`src/rtl/kernel_launcher_pkg.sv`:
```
// Shared types and register map for the kernel launch controller.
// The host register addresses and bit positions are the software-visible contract.
package gpu_pkg;

  typedef enum logic [1:0] {
    IDLE  = 2'd0,
    RUN   = 2'd1,
    DRAIN = 2'd2,
    ABORT = 2'd3
  } launcher_state_t;

  // Remembers why the ABORT state was entered so the right sticky bit is set on exit.
  typedef enum logic {
    CAUSE_HOST = 1'b0,
    CAUSE_WDOG = 1'b1
  } abort_cause_t;

  typedef logic [1:0] reg_addr_t;

  localparam reg_addr_t ADDR_THREAD_COUNT = 2'd0;
  localparam reg_addr_t ADDR_CONTROL      = 2'd1;
  localparam reg_addr_t ADDR_STATUS       = 2'd2;
  localparam reg_addr_t ADDR_RESERVED     = 2'd3;

  localparam int CTRL_GO         = 0;
  localparam int CTRL_ABORT      = 1;
  localparam int CTRL_CLR_STATUS = 2;

  localparam int STAT_BUSY    = 0;
  localparam int STAT_DONE    = 1;
  localparam int STAT_ABORTED = 2;
  localparam int STAT_TIMEOUT = 3;
  localparam int STAT_WR_ERR  = 4;
  localparam int STAT_WIDTH   = 5;

  // BUSY is live state; everything above it is sticky.
  function automatic logic [STAT_WIDTH-1:0] pack_status(
    input logic [STAT_WIDTH-1:1] sticky,
    input logic                  busy
  );
    return {sticky, busy};
  endfunction

endpackage

```
`src/rtl/kernel_launcher_if.sv`:
```
// Host register bus plus dispatcher handshake of the kernel launcher.
// master = host/dispatcher side, slave = launcher side.
interface kernel_launcher_if #(
  parameter int TC_WIDTH  = 8,
  parameter int CYC_WIDTH = 32
);
  import gpu_pkg::*;

  logic                 host_wr_en;
  reg_addr_t            host_addr;
  logic [TC_WIDTH-1:0]  host_wdata;
  logic [TC_WIDTH-1:0]  host_rdata;

  logic                 disp_done;
  logic [TC_WIDTH-1:0]  disp_thread_count;
  logic                 disp_start;
  logic                 disp_reset_n;

  logic [CYC_WIDTH-1:0] run_cycles;
  logic                 irq;

  modport master (
    output host_wr_en, host_addr, host_wdata, disp_done,
    input  host_rdata, disp_thread_count, disp_start, disp_reset_n, run_cycles, irq
  );

  modport slave (
    input  host_wr_en, host_addr, host_wdata, disp_done,
    output host_rdata, disp_thread_count, disp_start, disp_reset_n, run_cycles, irq
  );

endinterface

```
`src/rtl/kernel_launcher_sat_counter.sv`:
```
// Saturating up-counter with synchronous clear; clear beats enable.
// Used to time how long a kernel spends in RUN.
module sat_counter #(
  parameter int WIDTH = 32
) (
  input  logic             clk,
  input  logic             reset,
  input  logic             clr,
  input  logic             en,
  output logic [WIDTH-1:0] count
);

  logic [WIDTH-1:0] count_q;
  logic [WIDTH-1:0] count_d;

  always_comb begin
    count_d = count_q;
    if (clr) begin
      count_d = '0;
    end else if (en && (count_q != '1)) begin
      count_d = count_q + 1'b1;
    end
  end

  always_ff @(posedge clk or negedge reset) begin
    if (!reset) begin
      count_q <= '0;
    end else begin
      count_q <= count_d;
    end
  end

  assign count = count_q;

endmodule

```
`src/rtl/kernel_launcher.sv`:
```
// Launch controller in front of the block dispatcher: host registers, start/hold
// protocol, run timing, optional watchdog and a one-cycle completion interrupt.
module kernel_launcher
  import gpu_pkg::*;
#(
  parameter int TC_WIDTH       = 8,
  parameter int CYC_WIDTH      = 32,
  parameter int TIMEOUT_CYCLES = 0
) (
  input  logic             clk,
  input  logic             reset,
  kernel_launcher_if.slave bus
);

  localparam bit                   WDOG_EN   = (TIMEOUT_CYCLES > 0);
  localparam logic [CYC_WIDTH-1:0] WDOG_LAST = (TIMEOUT_CYCLES > 0) ?
                                               CYC_WIDTH'(TIMEOUT_CYCLES - 1) : '0;

  launcher_state_t         state_q,  state_d;
  logic [TC_WIDTH-1:0]     tc_q,     tc_d;
  logic [STAT_WIDTH-1:1]   sticky_q, sticky_d;
  abort_cause_t            cause_q,  cause_d;
  logic                    irq_q,    irq_d;

  logic                    busy;
  logic                    wr_tc;
  logic                    wr_ctrl;
  logic                    go_req;
  logic                    abort_req;
  logic                    clr_req;
  logic                    wdog_hit;
  logic                    cnt_clr;
  logic                    cnt_en;
  logic [CYC_WIDTH-1:0]    run_cycles;
  logic [TC_WIDTH-1:0]     status_word;

  assign busy      = (state_q != IDLE);
  assign wr_tc     = bus.host_wr_en && (bus.host_addr == ADDR_THREAD_COUNT);
  assign wr_ctrl   = bus.host_wr_en && (bus.host_addr == ADDR_CONTROL);
  assign go_req    = wr_ctrl && bus.host_wdata[CTRL_GO];
  assign abort_req = wr_ctrl && bus.host_wdata[CTRL_ABORT];
  assign clr_req   = wr_ctrl && bus.host_wdata[CTRL_CLR_STATUS];
  assign wdog_hit  = WDOG_EN && (run_cycles == WDOG_LAST);
  assign cnt_en    = (state_q == RUN);

  always_comb begin
    state_d  = state_q;
    tc_d     = tc_q;
    sticky_d = sticky_q;
    cause_d  = cause_q;
    irq_d    = 1'b0;
    cnt_clr  = 1'b0;

    if (clr_req) begin
      sticky_d = '0;
    end

    // The thread count is frozen for the whole run; late writes are flagged instead.
    if (wr_tc) begin
      if (busy) begin
        sticky_d[STAT_WR_ERR] = 1'b1;
      end else begin
        tc_d = bus.host_wdata;
      end
    end

    if (go_req && busy) begin
      sticky_d[STAT_WR_ERR] = 1'b1;
    end

    case (state_q)
      IDLE: begin
        if (go_req) begin
          sticky_d = '0;
          cnt_clr  = 1'b1;
          if (tc_q != '0) begin
            state_d = RUN;
          end else begin
            sticky_d[STAT_DONE] = 1'b1;
            irq_d               = 1'b1;
          end
        end
      end
      RUN: begin
        // Completion outranks a racing host abort, which outranks the watchdog.
        if (bus.disp_done) begin
          state_d = DRAIN;
        end else if (abort_req) begin
          state_d = ABORT;
          cause_d = CAUSE_HOST;
        end else if (wdog_hit) begin
          state_d = ABORT;
          cause_d = CAUSE_WDOG;
        end
      end
      DRAIN: begin
        if (!bus.disp_done) begin
          state_d             = IDLE;
          sticky_d[STAT_DONE] = 1'b1;
          irq_d               = 1'b1;
        end
      end
      ABORT: begin
        state_d = IDLE;
        irq_d   = 1'b1;
        if (cause_q == CAUSE_WDOG) begin
          sticky_d[STAT_TIMEOUT] = 1'b1;
        end else begin
          sticky_d[STAT_ABORTED] = 1'b1;
        end
      end
      default: begin
        state_d = IDLE;
      end
    endcase
  end

  always_ff @(posedge clk or negedge reset) begin
    if (!reset) begin
      state_q  <= IDLE;
      tc_q     <= '0;
      sticky_q <= '0;
      cause_q  <= CAUSE_HOST;
      irq_q    <= 1'b0;
    end else begin
      state_q  <= state_d;
      tc_q     <= tc_d;
      sticky_q <= sticky_d;
      cause_q  <= cause_d;
      irq_q    <= irq_d;
    end
  end

  sat_counter #(
    .WIDTH (CYC_WIDTH)
  ) u_run_cnt (
    .clk   (clk),
    .reset (reset),
    .clr   (cnt_clr),
    .en    (cnt_en),
    .count (run_cycles)
  );

  assign status_word = TC_WIDTH'(pack_status(sticky_q, busy));

  always_comb begin
    bus.host_rdata = '0;
    case (bus.host_addr)
      ADDR_THREAD_COUNT: bus.host_rdata = tc_q;
      ADDR_STATUS:       bus.host_rdata = status_word;
      default:           bus.host_rdata = '0;
    endcase
  end

  // Dispatcher outputs decode straight from state so an async reset drops them at once.
  assign bus.disp_thread_count = tc_q;
  assign bus.disp_start        = (state_q == RUN);
  assign bus.disp_reset_n      = (state_q != ABORT);
  assign bus.run_cycles        = run_cycles;
  assign bus.irq               = irq_q;

endmodule

```
`src/flat_wrapper.sv`:
```
// flat-port wrapper written by rule: the top's interface ports become plain ports
module kernel_launcher_flat import gpu_pkg::*;
#(
  parameter int TC_WIDTH       = 8,
  parameter int CYC_WIDTH      = 32,
  parameter int TIMEOUT_CYCLES = 0
)
  (clk, reset, bus_host_wr_en, bus_host_addr, bus_host_wdata, bus_disp_done, bus_host_rdata, bus_disp_thread_count, bus_disp_start, bus_disp_reset_n, bus_run_cycles, bus_irq);
  kernel_launcher_if #(.TC_WIDTH(TC_WIDTH), .CYC_WIDTH(CYC_WIDTH)) bus_i ();
  input  logic clk;
  input  logic reset;
  input wire logic [$bits(bus_i.host_wr_en)-1:0] bus_host_wr_en;
  input wire logic [$bits(bus_i.host_addr)-1:0] bus_host_addr;
  input wire logic [$bits(bus_i.host_wdata)-1:0] bus_host_wdata;
  input wire logic [$bits(bus_i.disp_done)-1:0] bus_disp_done;
  output wire logic [$bits(bus_i.host_rdata)-1:0] bus_host_rdata;
  output wire logic [$bits(bus_i.disp_thread_count)-1:0] bus_disp_thread_count;
  output wire logic [$bits(bus_i.disp_start)-1:0] bus_disp_start;
  output wire logic [$bits(bus_i.disp_reset_n)-1:0] bus_disp_reset_n;
  output wire logic [$bits(bus_i.run_cycles)-1:0] bus_run_cycles;
  output wire logic [$bits(bus_i.irq)-1:0] bus_irq;
  assign bus_i.host_wr_en = bus_host_wr_en;
  assign bus_i.host_addr = bus_host_addr;
  assign bus_i.host_wdata = bus_host_wdata;
  assign bus_i.disp_done = bus_disp_done;
  assign bus_host_rdata = bus_i.host_rdata;
  assign bus_disp_thread_count = bus_i.disp_thread_count;
  assign bus_disp_start = bus_i.disp_start;
  assign bus_disp_reset_n = bus_i.disp_reset_n;
  assign bus_run_cycles = bus_i.run_cycles;
  assign bus_irq = bus_i.irq;
  kernel_launcher #(.TC_WIDTH(TC_WIDTH), .CYC_WIDTH(CYC_WIDTH), .TIMEOUT_CYCLES(TIMEOUT_CYCLES)) u_core (.clk(clk), .reset(reset), .bus(bus_i));
endmodule
```
`config.mk`:
```
export PLATFORM = sky130hd
export DESIGN_NAME = kernel_launcher_flat
export DESIGN_NICKNAME = d
export VERILOG_FILES = /design/src/rtl/kernel_launcher_pkg.sv /design/src/rtl/kernel_launcher_if.sv /design/src/rtl/kernel_launcher_sat_counter.sv /design/src/rtl/kernel_launcher.sv /design/src/flat_wrapper.sv
export SDC_FILE = /design/constraint.sdc
export NUM_CORES = 1
export LEC_CHECK = 0
export BUFFER_PORTS_ARGS = -buffer_cell sky130_fd_sc_hd__clkbuf_2
export CAP_MARGIN = 10
export CORE_MARGIN = 2
export CORE_UTILIZATION = 25
export DETAILED_ROUTE_END_ITERATION = 6
export MAX_ROUTING_LAYER = met4
export PLACE_DENSITY_LB_ADDON = 0.15
export SETUP_SLACK_MARGIN = 0.02
export SYNTH_ARGS = -nofsm -noshare
export SYNTH_HDL_FRONTEND = slang
export SYNTH_SLANG_ARGS = --single-unit
```
`constraint.sdc`:
```
create_clock -name clk -period 1.9 [get_ports clk]
set_input_delay 0.19 -clock clk [delete_from_list [all_inputs] [get_ports clk]]
set_output_delay 0.19 -clock clk [all_outputs]
set_load 0.05 [all_outputs]
```
==> impl_metrics.tcl <==
set metrics [dict create \
    result_of_the_run "finished with violations" \
    violations "negative hold slack" \
    grt_first_pass_wirelength_um 13500 \
    fin_nets 412 \
    hold_class "in2async" \
    maximum_number_of_pins_on_one_net_before_global_route_repair 48 \
    r2r_setup_slack_ns 0.01 \
    critPathRequiredTime_ns 2.13 \
    die_area_um2 11510 \
    route.detailed.wl_per_inst_um 15.30 \
    critical_path_peak_fanout 25 \
    drtPass1Iterations 4 \
    tritoncts "built" \
    grt_util_met3 0.02482 \
    utilization 0.3665 \
    drtAntennaViolNets 0 \
    clock_tree.buffer_depth 2 \
    path_clk_slew_ns 0.09 \
    yosysUniqueCellTypes 40 \
    synth_top_cells_by_count "sky130_fd_sc_hd__dfrtp_1 (47), sky130_fd_sc_hd__a21oi_1 (28), sky130_fd_sc_hd__nand2_1 (26), sky130_fd_sc_hd__nor2_1 (18)" \
    max_slew_margin 0.5705 \
    top_level_ports 65 \
    cts-root-buf "sky130_fd_sc_hd__clkbuf_8" \
    timing.clock.skew_ns 0.007873 \
    grt_util_met1 0.2072 \
    post-route-worst-setup-slack_ns 0.01486 \
    first_iter_violations 115 \
    synth.yosys.warnings 0 \
    drt-vias-per-instance 4.883 \
    final_cell_area_um2 3784 \
    tritoncts_num_sinks 47 \
    tightest_slew_ns 0.6442 \
    num_rows 37 \
    core-area_um2 10320 \
    dieHeight_um 107.3 \
    initial_core_util 0.2584 \
    drt-total-wl_um 8092 \
    insertion_delay_ns 0.30 \
    maxCapViolCount 0 \
    report.final.setup_viol 0 \
    drive_gt1_frac 0.4860 \
    fin_total_pwr_uw 6501 \
    grt-busiest-layer "met2" \
    syn-cell-area_um2 2668 \
    synth_area_leader_cell "sky130_fd_sc_hd__dfrtp_1" \
    whs_ns -0.01658 \
    antenna_found_initial 0 \
    vdd_drop_max_mv 0.9364 \
    timing.critical_path.arrival_ns 2.12 \
    grt_setup_unrepaired "true" \
    cts_made_buffers 5 \
    ctsHtreeMaxLevel 2 \
    synth_seq_cells 47 \
    type_of_destination_of_the_critical_path "flop" \
    areaGrowthSynthToFinish_pct 41.84 \
    dpl-instance-area_um2 3558 \
    synth-async-reset-ratio 1.000 \
    detailed_place_hpwl_um 6019 \
    post-route-drc-count 0 \
    num_vias 2583 \
    timing_max_transition_violations_final 0 \
    cellPowerDensity_nw_per_um2 1718 \
    syn-mean-instance-area_um2 9.327 \
    cells_taking_the_most_area_after_synthesis "sky130_fd_sc_hd__dfrtp_1 (44%), sky130_fd_sc_hd__a21oi_1 (5.3%), sky130_fd_sc_hd__mux2_2 (4.2%)" \
    fin_crit_ns 1.885 \
    startpoint_class "flop" \
    yosysMostFrequentCell "sky130_fd_sc_hd__dfrtp_1" \
    ys_seq_area_frac 0.4409 \
    synth_top_flop_cell "sky130_fd_sc_hd__dfrtp_1" \
    period_share 0.9922 \
    final-hold-violation-count 11 \
    fmax_ghz 0.5305 \
    top_area_cell_type_share_of_the_netlist_area 0.4409 \
    power.static_leakage_uw 0.001632 \
    dpl_worst_slack_ns -0.003982 \
    synth-edff-count 0 \
    dieWidth_um 107.3 \
    synthesis.instances 286 \
    worstSetupPathType "reg2reg" \
    setup_tns_after_final_layout_ns 0 \
    finalWeightedCongestion 0.7782 \
    diodes 0 \
    grt_overflow 0 \
    met2_usage 0.2324 \
    syn_nets 306 \
    grt_util_all_layers 0.1529 \
    first_global_vias 2604 \
    port_buffers 64 \
]
[final timing paths]
path	endpoint	cells past startpoint	from
worst min register to register	u_core.sticky_q[3]	2	u_core.sticky_q[3]
worst max-delay path	u_core.u_run_cnt.count[25]	7	u_core.u_run_cnt.count[0]
worst min-delay path	u_core.bus.disp_thread_count[5]	2	reset
worst max register to register	u_core.u_run_cnt.count[25]	7	u_core.u_run_cnt.count[0]
max in group asynchronous	u_core.u_run_cnt.count[23]	2	reset
min in group clk	u_core.bus.disp_thread_count[5]	2	bus_host_wdata[5]
[registers in the layout, summed over array words and instances, names as in the netlist]
signal	cells
u_core.bus.irq	1
u_core.u_run_cnt.count	32
u_core.bus.disp_thread_count	8
u_core.sticky_q	4
u_core.state_q	2
[routing by layer]
layer | share of wire | routed length [um]
met1 | 0.49 | 3981
met2 | 0.47 | 3823
met3 | 0.026 | 211
met4 | 0.0094 | 76
met5 | 0 | 0
[cell families (layout without fill, tap and decap cells)]
kind of cell	count (synthesis)	in the layout	share of synthesized area
simple gates	126	126	0.2697
mux	20	20	0.07974
flops	47	47	0.4409
compound gates	62	62	0.1402
buf+inv	23	130	0.03471
fa+ha+maj	6	6	0.02814
xor+xnor	2	2	0.006568
[layout by cell type, fill, tap and decap left out, types with 5 or more instances in the layout]
cell / netlist / final
sky130_fd_sc_hd__dfrtp_1: 47 / 15
sky130_fd_sc_hd__clkbuf_2: 0 / 63
sky130_fd_sc_hd__o21ai_1: 0 / 6
sky130_fd_sc_hd__o21ai_0: 11 / 5
sky130_fd_sc_hd__or4_1: 12 / 8
sky130_fd_sc_hd__inv_1: 10 / 9
sky130_fd_sc_hd__a21oi_1: 28 / 22
sky130_fd_sc_hd__nand3_1: 12 / 11
sky130_fd_sc_hd__a21oi_2: 0 / 6
sky130_fd_sc_hd__nor2_1: 18 / 16
sky130_fd_sc_hd__o31ai_1: 10 / 10
sky130_fd_sc_hd__nand2_1: 26 / 26
sky130_fd_sc_hd__mux2i_1: 10 / 10
sky130_fd_sc_hd__dfrtp_2: 0 / 32
sky130_fd_sc_hd__nand4_1: 10 / 10
sky130_fd_sc_hd__and2_1: 6 / 6
sky130_fd_sc_hd__and3_1: 9 / 9
sky130_fd_sc_hd__mux2_2: 10 / 10
sky130_fd_sc_hd__clkbuf_8: 0 / 7
sky130_fd_sc_hd__buf_4: 0 / 44
sky130_fd_sc_hd__or3_1: 11 / 11
[report_power, final]
part	internal [uW]	switching [uW]
combinational	1270	2710
sequential	1460	377
clock	333	354
[critical path, stage by stage (launching register included)]
cell	delay (ns)
sky130_fd_sc_hd__dfrtp_2	0.44
sky130_fd_sc_hd__ha_4	0.16
sky130_fd_sc_hd__nand4_1	0.08
sky130_fd_sc_hd__nor4_2	0.08
sky130_fd_sc_hd__a21bo_2	0.24
sky130_fd_sc_hd__buf_12	0.16
sky130_fd_sc_hd__or4_4	0.51
sky130_fd_sc_hd__a21oi_2	0.15
[stage by stage]
stage | std cells | hold WS (ns)
floorplan | 286 | -0.1056
global placement | 519 | 0.3478
detailed placement | 519 | 0.3522
CTS | 527 | 0.01350
global route | 529 | 0.04307
finish | 529 | -0.01658
[final cells by class]
class,count,area [um^2]
fill,1072,6540
multi-input combinational,216,1549
sequential,47,1216
timing repair buffer,112,710.7
tap,136,170.2
clock buffer,8,100.1
inverter,10,37.54
[what timing repair did]
action                     CTS  global route
hold buffers                 0             0
setup buffers                0             2
resized for setup            3            22
setup endpoints to repair    3            37
pin swaps                    1             7
Power figures use the tool's default switching activity.
